$ cat config.mk
export PLATFORM = sky130hd
export DESIGN_NAME = serial_alu_n
export DESIGN_NICKNAME = d
export VERILOG_FILES = /design/src/rtl/serial_alu_n.sv
export SDC_FILE = /design/constraint.sdc
export NUM_CORES = 1
export LEC_CHECK = 0
export CAP_MARGIN = 20
export CORE_MARGIN = 5
export CORE_UTILIZATION = 54
export DETAILED_ROUTE_END_ITERATION = 7
export PLACE_DENSITY = 0.89
export SKIP_LAST_GASP = 1
export SYNTH_ARGS = -nofsm -noshare
export SYNTH_HDL_FRONTEND = slang
export SYNTH_SLANG_ARGS = --single-unit
$ cat constraint.sdc
create_clock -name clk -period 7.6 [get_ports clk]
set_input_delay 1.14 -clock clk [delete_from_list [all_inputs] [get_ports clk]]
set_output_delay 1.14 -clock clk [all_outputs]
set_load 0.005 [all_outputs]
$ cat src/rtl/serial_alu_n.sv
`default_nettype none
// ============================================================================
// Module      : serial_alu_n
// Description : Digit-serial ALU, LSB-first, 1..MAX_WORDS words per operand,
//               with start/busy/done handshake and its own C/V/S/Z flags.
// Revision    : 1.0 - initial release
// ============================================================================
module serial_alu_n #(
  parameter int REG_BITS  = 8,
  parameter int NSHIFT    = 2,
  parameter int MAX_WORDS = 4,
  parameter int WB        = (MAX_WORDS > 1) ? $clog2(MAX_WORDS) : 1,
  parameter int CB        = ((MAX_WORDS * REG_BITS / NSHIFT) > 1) ?
                            $clog2(MAX_WORDS * REG_BITS / NSHIFT) : 1
) (
  input  logic              clk,
  input  logic              reset,
  input  logic              start,
  input  logic [2:0]        operation,
  input  logic              compare,
  input  logic [WB-1:0]     words_m1,
  input  logic [WB-1:0]     arg2_words_m1,
  input  logic              sext2,
  input  logic              double_arg2,
  input  logic              advance,
  input  logic [NSHIFT-1:0] data_in1,
  input  logic [NSHIFT-1:0] data_in2,
  output logic [NSHIFT-1:0] data_out,
  output logic              write_en,
  output logic              busy,
  output logic              op_done,
  output logic [CB-1:0]     counter,
  input  logic              flag_load,
  input  logic [3:0]        flags_in,
  output logic              flag_c,
  output logic              flag_v,
  output logic              flag_s,
  output logic              flag_z
);

  localparam int         c_dpw    = REG_BITS / NSHIFT;
  localparam logic [2:0] c_op_add = 3'd0;
  localparam logic [2:0] c_op_sub = 3'd1;
  localparam logic [2:0] c_op_and = 3'd4;
  localparam logic [2:0] c_op_or  = 3'd5;
  localparam logic [2:0] c_op_xor = 3'd6;

  logic [2:0]        r_op;
  logic              r_cmp;
  logic [WB-1:0]     r_words_m1;
  logic [WB-1:0]     r_a2w_m1;
  logic              r_sext2;
  logic              r_dbl;
  logic              r_busy;
  logic [CB-1:0]     r_counter;
  logic              r_carry;
  logic              r_sign2;
  logic              r_zrun;
  logic              r_prev_msb;
  logic              r_fc, r_fv, r_fs, r_fz;

  logic [31:0]       w_nlast;
  logic [31:0]       w_n2;
  logic              w_last;
  logic              w_in2;
  logic              w_sign_cap;
  logic              w_step;
  logic              w_done;
  logic              w_accept;
  logic [WB-1:0]     w_a2w_clip;
  logic [NSHIFT-1:0] w_ext;
  logic [NSHIFT-1:0] w_d2;
  logic [NSHIFT-1:0] w_b;
  logic              w_arith;
  logic              w_cin0;
  logic              w_cin;
  logic [NSHIFT:0]   w_sum;
  logic [NSHIFT-1:0] w_res;
  logic              w_v;
  logic              w_z;

  assign w_nlast    = (32'(r_words_m1) + 32'd1) * 32'(c_dpw) - 32'd1;
  assign w_n2       = (32'(r_a2w_m1) + 32'd1) * 32'(c_dpw);
  assign w_last     = (32'(r_counter) == w_nlast);
  assign w_in2      = (32'(r_counter) < w_n2);
  assign w_sign_cap = (32'(r_counter) == (w_n2 - 32'd1));
  assign w_step     = r_busy & advance;
  assign w_done     = w_step & w_last;
  assign w_accept   = start & (~r_busy | w_done);
  assign w_a2w_clip = (arg2_words_m1 > words_m1) ? words_m1 : arg2_words_m1;

  // Beyond its valid length arg2 reads as all-zero or all-sign digits
  assign w_ext = w_in2 ? data_in2 : {NSHIFT{r_sext2 & r_sign2}};

  generate
    if (NSHIFT > 1) begin : g_dbl_wide
      assign w_d2 = r_dbl ? {w_ext[NSHIFT-2:0], r_prev_msb} : w_ext;
    end else begin : g_dbl_bit
      assign w_d2 = r_dbl ? r_prev_msb : w_ext;
    end
  endgenerate

  assign w_arith = ~r_op[2];
  assign w_b     = (w_arith & r_op[0]) ? ~w_d2 : w_d2;

  always_comb begin
    w_cin0 = 1'b0;
    case (r_op)
      c_op_add: w_cin0 = 1'b0;
      c_op_sub: w_cin0 = 1'b1;
      3'd2,
      3'd3:     w_cin0 = r_fc;
      default:  w_cin0 = 1'b0;
    endcase
  end

  assign w_cin = (r_counter == '0) ? w_cin0 : r_carry;
  assign w_sum = {1'b0, data_in1} + {1'b0, w_b} + {{NSHIFT{1'b0}}, w_cin};

  always_comb begin
    w_res = w_sum[NSHIFT-1:0];
    case (r_op)
      c_op_and: w_res = data_in1 & w_d2;
      c_op_or:  w_res = data_in1 | w_d2;
      c_op_xor: w_res = data_in1 ^ w_d2;
      3'd7:     w_res = w_d2;
      default:  w_res = w_sum[NSHIFT-1:0];
    endcase
  end

  assign w_v = (data_in1[NSHIFT-1] == w_b[NSHIFT-1]) &&
               (w_res[NSHIFT-1] != data_in1[NSHIFT-1]);
  assign w_z = ((r_counter == '0) ? 1'b1 : r_zrun) & (w_res == '0);

  always_ff @(posedge clk) begin
    if (reset) begin
      r_op       <= '0;
      r_cmp      <= 1'b0;
      r_words_m1 <= '0;
      r_a2w_m1   <= '0;
      r_sext2    <= 1'b0;
      r_dbl      <= 1'b0;
      r_busy     <= 1'b0;
      r_counter  <= '0;
      r_carry    <= 1'b0;
      r_sign2    <= 1'b0;
      r_zrun     <= 1'b0;
      r_prev_msb <= 1'b0;
      r_fc       <= 1'b0;
      r_fv       <= 1'b0;
      r_fs       <= 1'b0;
      r_fz       <= 1'b0;
    end else begin
      if (w_accept) begin
        r_op       <= operation;
        r_cmp      <= compare;
        r_words_m1 <= words_m1;
        r_a2w_m1   <= w_a2w_clip;
        r_sext2    <= sext2;
        r_dbl      <= double_arg2;
        r_busy     <= 1'b1;
        r_counter  <= '0;
        r_carry    <= 1'b0;
        r_sign2    <= 1'b0;
        r_zrun     <= 1'b1;
        r_prev_msb <= 1'b0;
      end else if (w_step) begin
        if (w_last) begin
          r_busy    <= 1'b0;
          r_counter <= '0;
        end else begin
          r_counter <= r_counter + CB'(1);
        end
        r_carry    <= w_sum[NSHIFT];
        r_zrun     <= w_z;
        r_prev_msb <= w_ext[NSHIFT-1];
        if (w_sign_cap) begin
          r_sign2 <= data_in2[NSHIFT-1];
        end
      end

      // The completing operation's flags take priority over an external load
      if (w_done) begin
        r_fs <= w_res[NSHIFT-1];
        r_fz <= w_z;
        if (w_arith) begin
          r_fc <= w_sum[NSHIFT];
          r_fv <= w_v;
        end
      end else if (flag_load && !r_busy) begin
        {r_fc, r_fv, r_fs, r_fz} <= flags_in;
      end
    end
  end

  assign data_out = w_res;
  assign write_en = w_step & ~r_cmp;
  assign busy     = r_busy;
  assign op_done  = w_done;
  assign counter  = r_counter;
  assign flag_c   = r_fc;
  assign flag_v   = r_fv;
  assign flag_s   = r_fs;
  assign flag_z   = r_fz;

endmodule
`default_nettype wire

### After elaboration in Yosys (flattened, before gate mapping)

Index checks and enable logic that the tools add are counted.

* register bits: 23
* input bits: 23
* output and inout port bits: 13
* word-level logic and storage cells: 89

* add/sub/neg operators: 7
* order comparisons: 2
* equal/unequal tests: 12
* multiplexer cells: 24
* bitwise operators: 15
* reduce and logical (&&, ||, !) cells: 13

Operators by type and width (count)
* $eq 4x32->1: 2
* $mux 1: 17
* $eq 3x3->1 const B: 4
* $sub 5x1->6 const B: 2
* $mux 2: 4
* $pmux 2 s4: 1
* $and 1x1->1: 7
* $add 2x1->3 const B: 2
* $eq 3x2->1 const B: 2
* $reduce_and 2->1: 3
* $reduce_bool 2->1: 3
* $lt 4x5->1: 1
* $add 4x1->4 const B: 1
* $logic_not 4->1: 1
* $mux 4: 1
* $reduce_or 2->1: 2
* $add 2x2->3: 1
* $add 3x1->3: 1
* $eq 3x1->1 const B: 1
* $not 1->1: 3
* $and 2x2->2: 1
* $gt 2x2->1: 1
* $logic_and 1x1->1: 2
* $logic_not 2->1: 1
* 9 further kinds: 9

### Longest topological paths before layout

* depth after elaboration: 13
* gate-level depth with buffers: 16
* gate-level depth less buffers: 16

### Worst setup path before layout

Ideal clock, no wire load.

* path type: register to output
* from: register r_a2w_m1[0]
* to: output data_out[1]
* arrival: 2.941 ns
* data required time: 6.460 ns
* setup slack: 3.519 ns
* cell stages (with the launch flop): 15
* path buffers: 0
* cells stage by stage: dfxtp_1 > inv_1 > ha_1 > inv_1 > ha_1 > nor3b_1 > a2111o_1 > nand3_1 > xnor2_1 > fa_1 > inv_1 > fa_1 > inv_1 > o221a_2 > o211ai_4

* longest elaborated chain between the ends: 9
* elaborated cells between the ends (all ways): 12
* classes of those cells: add/sub (3); order compare (1); mux (4); bitwise (4)

RTL lines
* start, declared: line 51 `logic [WB-1:0] r_a2w_m1;`
* start signal, assigned: line 158 `r_a2w_m1 <= w_a2w_clip;`
* $add 2x1->3 *: line 83 `assign w_n2 = (32'(r_a2w_m1) + 32'd1) * 32'(c_dpw);`
* $lt 4x5->1 *: line 85 `assign w_in2 = (32'(r_counter) < w_n2);`
* $mux 2 *: line 93 `assign w_ext = w_in2 ? data_in2 : {NSHIFT{r_sext2 & r_sign2}};`
* $mux 2 *: line 97 `assign w_d2 = r_dbl ? {w_ext[NSHIFT-2:0], r_prev_msb} : w_ext;`
* $not 2->2: line 104 `assign w_b = (w_arith & r_op[0]) ? ~w_d2 : w_d2;`
* $mux 2: line 104
* $add 2x2->3: line 118 `assign w_sum = {1'b0, data_in1} + {1'b0, w_b} + {{NSHIFT{1'b0}}, w_cin};`
* $add 3x1->3: line 118
* $pmux 2 s4 *: line 122 `case (r_op)`
* end, declared: line 28 `output logic [NSHIFT-1:0] data_out,`

Mark *: on every way between the ends. The rest lies on a longest branch, timed or not.

### Final worst setup path

Same ends and word-level chain as after synthesis.

==> results.md <==
- Number of warnings reported in the yosys synthesis log: 0
- Internal cell power: 0.198 mW
- Final #Nets: 249
- Number of hold-repair buffers added at the cts stage: 0
- Vertical extent of the die: ~64 µm
- Number of routed nets with antenna violations: 0
- Final weighted congestion in routability-driven placement: 0.912
- Num ports: 36
- Maximum operating frequency: between 150 and 200 MHz
- Sequential cell area fraction in the yosys report: 0.290
- Cell mode on critical path: sky130_fd_sc_hd__inv_1
- # DRC: 0
- Antenna violations before repair: 0
- Root buffer cell: sky130_fd_sc_hd__clkbuf_4
- Site row count: 19
- Post-CTS repair timing setup buffer count: 0
- Final setup skew: about 6.5 ps
- Worst path buffer plus inverter count: 5
- Crit share post-route: 0.688
- Number of violations reported at the end of detailed-routing iteration 0: 63
- Net count after synthesis: approximately 220
- Endpoint type of the worst setup path: output pin
- Horizontal die dimension: roughly 64 µm
- Result of the run: finished, final reports clean
- Via count: around 1400
- Critical setup path kind: reg -> out
- DP Worst Slack: 2340 ps
- Logic depth of the worst setup path including buffers: 15
- Clock tree from TritonCTS: yes
- Power dissipated by switching net loads: 0.0861 mW
- Mapped Area: 1590 µm²
- Share of flip-flops with an asynchronous set or reset: 0
- Setup TNS: 0 ps
- Fin util: 0.708
- H-tree depth reported by CTS: 1
- Data arrival time of the critical path: around 4100 ps
- Number of instances in the synthesized netlist: 178
- Worst-case headroom to the max-slew limit: 0.467
- Highest-delay cell along the critical path: sky130_fd_sc_hd__clkdlybuf4s50_1
- Setup violation total in the final timing report: 0
- Number of gates given a new drive strength after cts: 0
- Worst Path Max Fanout: 4
- Reg2reg path depth: 16
- Half-perimeter wire length of the detailed placement result: ~3000 µm
- Crit path setup slack, layout: around 2400 ps
- Number of clock buffers inserted by TritonCTS: 3
- Number of synthesized register bits: 23
- Detailed-route wire length: around 3900 µm
- Endpoint required time on the critical path: around 6500 ps
- Antenna Cells: 0
- Highest-count cells in the layout ignoring fill and taps: 35 x sky130_fd_sc_hd__clkdlybuf4s50_1, 23 x sky130_fd_sc_hd__dfxtp_1, 20 x sky130_fd_sc_hd__nor2_1
- Number of global-route vias before repair: about 1500
- Startpoint Class: flop
- Path type of the worst min-delay path: reg -> reg
- Power per standard cell area: ~140 nW/µm²
- Maximum number of pins on one net before global-route repair: 22
- Cells traversed along the worst timing path: inv_1 > ha_1 > inv_1 > ha_1 > and2b_2 > o211ai_1 > nand3_1 > xnor2_1 > fa_1 > inv_1 > fa_1 > inv_1 > o221a_2 > o211ai_4 > clkdlybuf4s50_1
- Total GRT Usage: 0.197
- Peak supply drop: 0.128 mV
- Layout filler cell count: 215
- Count of flip-flops with a built-in enable after synthesis: 0
- Starting utilization of the core area: 0.571
- Avg Synthesized Cell Area: about 8.9 µm²
- Worst Hold Depth: 2
- Critical path's largest stage delay: roughly 550 ps
- Max Root-Sink Buffers: 2
- Number of pins exceeding their max-slew limit in the final report: 0
- Setup repair after global routing missed its margin: false
- Clock sink count: 23
- Via/cell ratio: between 5 and 6
- Clock-pin transition on the worst setup and hold timing paths: approximately 130 ps
- Fraction of power consumed by sequential logic: 0.470
- Slew of the pin with the lowest slew margin: between 700 and 800 ps
- Residual overflow from global routing: 0
- Wire length of the first global-routing pass: 6750 µm
- Max Cap Violations: 0
- Synth Flop Type: sky130_fd_sc_hd__dfxtp_1
- Area of the core: 2780 µm²
- Yosys cell types: 46
- Most common cell after layout, fill and taps aside: sky130_fd_sc_hd__clkdlybuf4s50_1
- Share of power burned in the clock network: 0.200
- Min Clock Period, post-route: 5230 ps
- Dominant delay contributor by cell family on the critical path: adder cells
- Synth-to-Final Area Change: 24.0%
- Leakage power figure: about 0.82 nW
- DRT Pass-1 Iters: 4
- WL/cell: between 15 and 20 µm
- Share of final-layout standard cells stronger than drive strength 1: 0.0762
- Total count of hold-check failures in the final report: 0
- Switching share of total power: 0.303
- Logic gate share of total power: 0.329
- IO buf count: 35
- Final Hold Slack: approximately 480 ps
- Die outline area: 4120 µm²
- Clock network latency to the later pin of the worst-skew pair: 310 ps
## cell usage after synthesis, types with 2 or more instances
cell / instances / share of area
sky130_fd_sc_hd__a211oi_1: 2 / 0.0095
sky130_fd_sc_hd__a211oi_2: 2 / 0.016
sky130_fd_sc_hd__a21oi_1: 9 / 0.028
sky130_fd_sc_hd__and2_1: 2 / 0.0079
sky130_fd_sc_hd__clkbuf_1: 4 / 0.0095
sky130_fd_sc_hd__dfxtp_1: 23 / 0.29
sky130_fd_sc_hd__fa_1: 2 / 0.025
sky130_fd_sc_hd__ha_1: 13 / 0.10
sky130_fd_sc_hd__inv_1: 16 / 0.038
sky130_fd_sc_hd__mux2_2: 3 / 0.021
sky130_fd_sc_hd__mux2i_1: 17 / 0.11
sky130_fd_sc_hd__nand2_1: 10 / 0.024
sky130_fd_sc_hd__nand2b_1: 2 / 0.0079
sky130_fd_sc_hd__nand3_1: 2 / 0.0063
sky130_fd_sc_hd__nor2_1: 20 / 0.047
sky130_fd_sc_hd__nor2b_1: 5 / 0.020
sky130_fd_sc_hd__nor3_1: 9 / 0.028
sky130_fd_sc_hd__nor4_1: 2 / 0.0079
sky130_fd_sc_hd__o21a_1: 2 / 0.0095
sky130_fd_sc_hd__xnor2_1: 4 / 0.022
sky130_fd_sc_hd__xor2_1: 4 / 0.022
## cell families (layout without fill, tap and decap cells)
logic type / after synthesis / count (layout) / share of synthesized area
adders and majority gates: 15 / 15 / 0.128
and+or+nand+nor: 61 / 61 / 0.199
xor gates and xnor gates: 8 / 8 / 0.0441
muxes: 20 / 20 / 0.128
DFF: 23 / 23 / 0.290
AOI/OAI and AO/OA: 28 / 28 / 0.151
buffers and inverters: 23 / 55 / 0.0599
## final cells by class
type | instances | area (µm²) | area share
Tap cell | 31 | 38.8 | 0.0197
Timing Repair Buffer | 35 | 350 | 0.178
Inverter | 16 | 60.1 | 0.0305
Clock buffer | 4 | 26.3 | 0.0134
Multi-Input combinational cell | 132 | 1030 | 0.524
Sequential cell | 23 | 460 | 0.234
## tightest hold or removal path, cell delays in order, from the launching register on
cell and delay [ps]:
sky130_fd_sc_hd__dfxtp_1 340, sky130_fd_sc_hd__nand2_1 60, sky130_fd_sc_hd__a21oi_1 60
## flip-flops by register name (all words and copies together) (netlist names), 2 cells and up
signal / cells
r_words_m1: 2
r_a2w_m1: 2
r_op: 3
counter: 4
## stage by stage
step / std cells / power [mW] / area (µm²)
finish: 241 / 0.284 / 1970
global route: 241 / 0.303 / 1970
CTS: 241 / 0.287 / 1970
detailed placement: 237 / 0.229 / 1940
global placement: 237 / 0.223 / 1940
floorplan: 178 / 0.192 / 1590
## power groups by stage
stage	clock network [mW]	registers (mW)	logic [mW]
finish	0.0569	0.134	0.0935
global route	0.0647	0.135	0.103
CTS	0.0595	0.134	0.0937
detailed placement	0	0.136	0.0930
global placement	0	0.135	0.0878
floorplan	0	0.133	0.0582
## metal layers
| metal | track usage | vias to the layer above | part of all wire |
|---|---|---|---|
| met4 | 0.0967 | 0 | 0.034 |
| li1 | - | 684 | - |
| met3 | 0.0403 | 16 | 0.056 |
| met5 | 0 | - | 0 |
| met1 | 0.228 | 638 | 0.42 |
| met2 | 0.340 | 66 | 0.49 |
## worst paths after layout
kind,endpoint,start,slack [ps]
worst min-delay path,r_carry,r_carry,480
worst max-delay path,data_out[1],r_a2w_m1[0],2370
worst min register to register,r_carry,r_carry,480
worst max register to register,flag_z,r_a2w_m1[0],3580
Note: power is estimated with default switching activity, not from simulation.
